$ cat config.mk
export PLATFORM = sky130hd
export DESIGN_NAME = keymgr_op_seq_guard
export DESIGN_NICKNAME = d
export VERILOG_FILES = /design/src/rtl/keymgr_op_seq_guard.sv
export SDC_FILE = /design/constraint.sdc
export NUM_CORES = 1
export LEC_CHECK = 0
export CORE_UTILIZATION = 35
export CTS_CLUSTER_SIZE = 10
export DETAILED_ROUTE_END_ITERATION = 6
export DONT_BUFFER_PORTS = 1
export GPL_TIMING_DRIVEN = 0
export HOLD_SLACK_MARGIN = 0.08
export PLACE_DENSITY = 0.54
export SKIP_CTS_REPAIR_TIMING = 1
export SYNTH_ARGS = -nofsm -noshare
export SYNTH_HDL_FRONTEND = slang
export SYNTH_SLANG_ARGS = --single-unit
$ cat constraint.sdc
create_clock -name clk -period 3.8 [get_ports clk]
set_input_delay 0.76 -clock clk [delete_from_list [all_inputs] [get_ports clk]]
set_output_delay 0.76 -clock clk [all_outputs]
set_load 0.02 [all_outputs]
$ cat src/rtl/keymgr_op_seq_guard.sv
// keymgr_op_seq_guard: matches the last SEQ_LEN committed keymgr ops against a locked pattern
// and holds the key-output enables low behind a sticky alert until software clears it.
module keymgr_op_seq_guard #(
    parameter int OP_W = 3,
    parameter int SEQ_LEN = 4,
    parameter int GAP_W = 8,
    parameter int STATE_W = 10,
    parameter logic [STATE_W-1:0] OWNER_ST = 10'b1101111110
) (
    input  logic                       clk,
    input  logic                       rst_n,
    input  logic                       op_start,
    input  logic                       op_done,
    input  logic [OP_W-1:0]            op,
    input  logic                       pat_wr_en,
    input  logic [$clog2(SEQ_LEN)-1:0] pat_wr_idx,
    input  logic [OP_W-1:0]            pat_wr_data,
    input  logic                       pat_lock,
    input  logic [GAP_W-1:0]           gap_limit,
    input  logic                       alert_clr,
    input  logic [STATE_W-1:0]         cur_state,
    output logic                       data_hw_en,
    output logic                       data_sw_en,
    output logic                       data_valid,
    output logic                       alert,
    output logic                       armed,
    output logic [7:0]                 match_cnt
);
    localparam int FILL_W = $clog2(SEQ_LEN + 1);
    localparam logic [FILL_W-1:0] FULL = FILL_W'(SEQ_LEN);

    typedef enum logic [1:0] {UNCFG, TRACK, ALERT} state_t;

    state_t state_q, state_d;
    logic [OP_W-1:0] pat_q [SEQ_LEN];
    logic [OP_W-1:0] hist_q [SEQ_LEN];
    logic [OP_W-1:0] hist_d [SEQ_LEN];
    logic [FILL_W-1:0] fill_q, fill_d;
    logic [GAP_W-1:0] gap_q, gap_d, gap_inc;
    logic [7:0] cnt_q;
    logic en_q;
    logic commit, take, clr_now, timeout, hist_eq, match;

    always_comb begin
        commit = op_start & op_done;
        take = commit && state_q != ALERT;
        clr_now = state_q == ALERT && alert_clr;
        for (int i = 0; i < SEQ_LEN - 1; i++) hist_d[i] = take ? hist_q[i+1] : hist_q[i];
        hist_d[SEQ_LEN-1] = take ? op : hist_q[SEQ_LEN-1];
        hist_eq = 1'b1;
        for (int i = 0; i < SEQ_LEN; i++) if (hist_d[i] != pat_q[i]) hist_eq = 1'b0;
        gap_inc = (gap_q == '1) ? gap_q : gap_q + 1'b1;
        // the idle cycle whose increment lands on the limit is the one that expires the history
        timeout = !commit && gap_limit != '0 && gap_inc >= gap_limit;
        gap_d = (commit || clr_now) ? '0 : gap_inc;
        fill_d = clr_now ? '0 :
                 state_q == ALERT ? fill_q :
                 timeout ? '0 :
                 (take && fill_q != FULL) ? fill_q + 1'b1 : fill_q;
        match = state_q == TRACK && take && fill_d == FULL && hist_eq;
        state_d = (state_q == UNCFG && pat_lock) ? TRACK :
                  match ? ALERT :
                  clr_now ? TRACK : state_q;
    end

    always_ff @(posedge clk or negedge rst_n) begin
        if (!rst_n) begin
            state_q <= UNCFG;
            pat_q <= '{default: '0};
            hist_q <= '{default: '0};
            fill_q <= '0;
            gap_q <= '0;
            cnt_q <= '0;
            en_q <= 1'b0;
        end else begin
            state_q <= state_d;
            hist_q <= hist_d;
            fill_q <= fill_d;
            gap_q <= gap_d;
            en_q <= cur_state == OWNER_ST && state_d != ALERT;
            if (state_q == UNCFG && pat_wr_en && 32'(pat_wr_idx) < SEQ_LEN) pat_q[pat_wr_idx] <= pat_wr_data;
            if (match && cnt_q != 8'hff) cnt_q <= cnt_q + 8'd1;
        end
    end

    assign data_hw_en = en_q;
    assign data_sw_en = en_q;
    assign data_valid = en_q;
    assign alert = state_q == ALERT;
    assign armed = state_q != UNCFG;
    assign match_cnt = cnt_q;
endmodule
==> results.txt, run 1 <==
Status - finished clean
# fillers - 736
Most common cell in the netlist - dfrtp_1
Setup Crit Path Kind - register to register
Max-slew headroom - 55.3%
DRC errors left - 0
Core box area - 0.00725 mm²
Worst slew pin tran - 0.670 ns
PortBufs - 0
Sw power - 437 µW
TritonCTS clock tree - done
Worst-path clk slew - 0.08 ns
Max frequency - 285 MHz
Slowest CP cell - dfrtp_1
Row cnt - 31
Sw frac - 31.1%
CTS Buffer Depth - 2
Syn. warnings - 0
Share of synthesized registers carrying an async set or reset - 100%
H-tree Lvls - 2
WL met3 - 324 µm
Wire length per cell - 15.0 µm
Yosys top cell area share - 41.7%
Sequential fraction of the synthesis area - 41.7%
Crit path capture type - register
Root Buffer Master - clkbuf_8
Final Hold Fails - 0
Final core utilization - 39.9%
RSZ-0062 raised after global routing - no
Initial DRT Pass Iterations - 4
Layout cells sized above 1 - 14.0%
DR top layer - met4
Met2 WL - 2490 µm
Largest area contributor in the netlist - dfrtp_1
# IOs - 46
Setup crit start kind - register
Synth-to-Final Area Change - 9.67%
Sink Count - 44
Die Y-Extent - 88.8 µm
Leakage - 1.29 nW
Yosys cell types - 50
HPWL after DPL - 4270 µm
Setup Skew - 0.00762 ns
Die area - 0.00789 mm²
Global-route wire length before repair - 9450 µm
Pint - 970 µW
CP top delay family - simple AND/OR/NAND/NOR gates
Synth Area per Inst - 9.74 µm²
Starting Density - 36.4%
Pins Over Slew Limit - 0
Most used cell, CP - ha_1
Top_reg_cell synth - dfrtp_1
Yosys reg bits - 44
Hold slack final - 0.157 ns
Clock Power Share - 27.8%
Final worst path period share - 92.4%
Gp weighted congestion - 0.837
CTS buffer count - 5
M1 WL - 2710 µm
Antenna diode count - 0
DR iter-0 viols - 60
Via count - 1984
WP data arrival - 3.69 ns
Initial antenna violation count - 0
Post-Synthesis Cells - 271
Post-Syn Nets - 316
CP cell instances - ha_1 > and2_0 > clkbuf_2 > nand4_1 > mux2_2 > ha_1 > and3_1 > o21ai_0 > a311oi_1 > o2111a_1 > nand2b_4 > nor4_4 > mux2_1
GRT Util Overall - 15.8%
Cell Area, Synth - 0.00264 mm²
Post-route ant nets - 0
Req. time, crit path - 3.98 ns
Synth top cells by count - 44 x dfrtp_1, 27 x nand2_1, 25 x inv_1
Crit path max fanout - 10
Maximum VDD drop - 0.192 mV
Chip width - 88.8 µm
Final setup violation count - 0
GRT overflow - 0
Synth top area cells - dfrtp_1 42%, ha_1 5.7%, mux2_2 5.1%, nand2_1 3.8%, inv_1 3.6%
Part of the power in combinational logic - 25.4%
Maxcap violations - 0
Final net count - 322
Bufs and invs on worst path - 1
Vias/cell - 5.26
Largest net degree at the start of global routing - 45
Worst hold path type - input port to async pin
Routed WL - 5670 µm
Clock latency at the later pin of the worst-skew pair - 0.30 ns
Slowest stage delay, CP - 0.41 ns
PD cells - 486 mW/mm²
Number of global-route vias before repair - 1949
Post-synth EDFFs - 0
Post-route minimum period - 3.51 ns
Sequential share of power - 46.8%
-- registers in the layout (all words and copies together), names as in the netlist --
signal and flops:
gap_q 8, hist_q 10, pat_q 12, state_q 2, match_cnt 8, fill_q 3, data_hw_en 1
-- power groups by stage --
stage | Sequential [mW] | Combinational, mW | Clock, mW
finish | 0.659 | 0.357 | 0.391
global route | 0.676 | 0.405 | 0.424
CTS | 0.658 | 0.355 | 0.407
detailed placement | 0.666 | 0.354 | 0
global placement | 0.665 | 0.347 | 0
floorplan | 0.638 | 0.297 | 0
-- final cells by class --
class / instances / area (µm²) / area share (%)
buffer: 8 / 56.3 / 1.95
clock buffer: 7 / 96.3 / 3.33
clock inverter: 1 / 30.0 / 1.04
inverter: 26 / 103 / 3.55
multi-input combinational: 192 / 1380 / 47.8
sequential: 44 / 1100 / 38.0
tap: 99 / 124 / 4.28
-- final timing paths --
| check | from | end | slack (ns) | cells past startpoint |
|---|---|---|---|---|
| max | gap_q[0] | match_cnt[1] | 0.29 | 13 |
| min | rst_n | hist_q[2] | 0.16 | 0 |
| max reg2reg | gap_q[0] | match_cnt[1] | 0.29 | 13 |
| min in group clk | hist_q[9] | hist_q[9] | 0.52 | 2 |
| min reg2reg | hist_q[9] | hist_q[9] | 0.52 | 2 |
| max in group asynchronous | rst_n | hist_q[8] | 3.54 | 0 |
-- metal layers --
metal | GRT usage [%] | vias up
met3 | 3.82 | 10
met4 | 6.30 | 0
li1 | - | 966
met2 | 24.2 | 58
met5 | 0 | -
met1 | 21.6 | 950
-- kinds of logic (layout without fill, tap and decap cells) --
| logic type | count (synthesis) | after routing | synth area share [%] |
|---|---|---|---|
| xor gates and xnor gates | 15 | 15 | 4.98 |
| AOI/OAI and AO/OA | 45 | 45 | 12.8 |
| and+or+nand+nor | 102 | 102 | 21.1 |
| adders and majority gates | 12 | 12 | 5.69 |
| muxes | 18 | 18 | 7.54 |
| buffers and inverters | 35 | 42 | 6.12 |
| DFF | 44 | 44 | 41.7 |
-- per-stage QoR --
stage	power [mW]	setup WS (ns)	TNS (ns)	cells	area, µm²
2_1_floorplan	0.935	0.360	0	271	2640
5_1_grt	1.51	0.0910	0	377	2890
3_5_place_dp	1.02	0.00300	0	370	2760
3_3_place_gp	1.01	0.00235	0	370	2760
6_report	1.41	0.290	0	377	2890
4_1_cts	1.42	-0.00991	-0.00991	378	2890
-- layout by cell type, fill, tap and decap left out, types with 3 or more instances in the layout --
master,synthesis,layout
clkbuf_8,0,7
nor4_1,7,7
ha_1,12,12
mux2_2,12,12
nand4_1,6,6
or3_1,3,3
inv_1,25,25
dfrtp_1,44,44
and3_1,5,5
xor2_1,6,6
a21oi_1,9,9
o21ai_0,14,14
nand3_1,10,10
xnor2_1,9,9
o211ai_1,3,3
nand2b_1,5,4
nor2b_1,11,11
mux2_1,3,3
mux2i_1,3,3
nor2_1,12,12
nor3_1,4,4
nand2_1,27,27
Power figures use the tool's default switching activity.
==> inputs of run 2 (changes only) <==
- ABC_CLOCK_PERIOD_IN_PS: default -> 3800
==> results of run 2 <==
The final DEF is identical to that of run 1; final timing and power are the same.
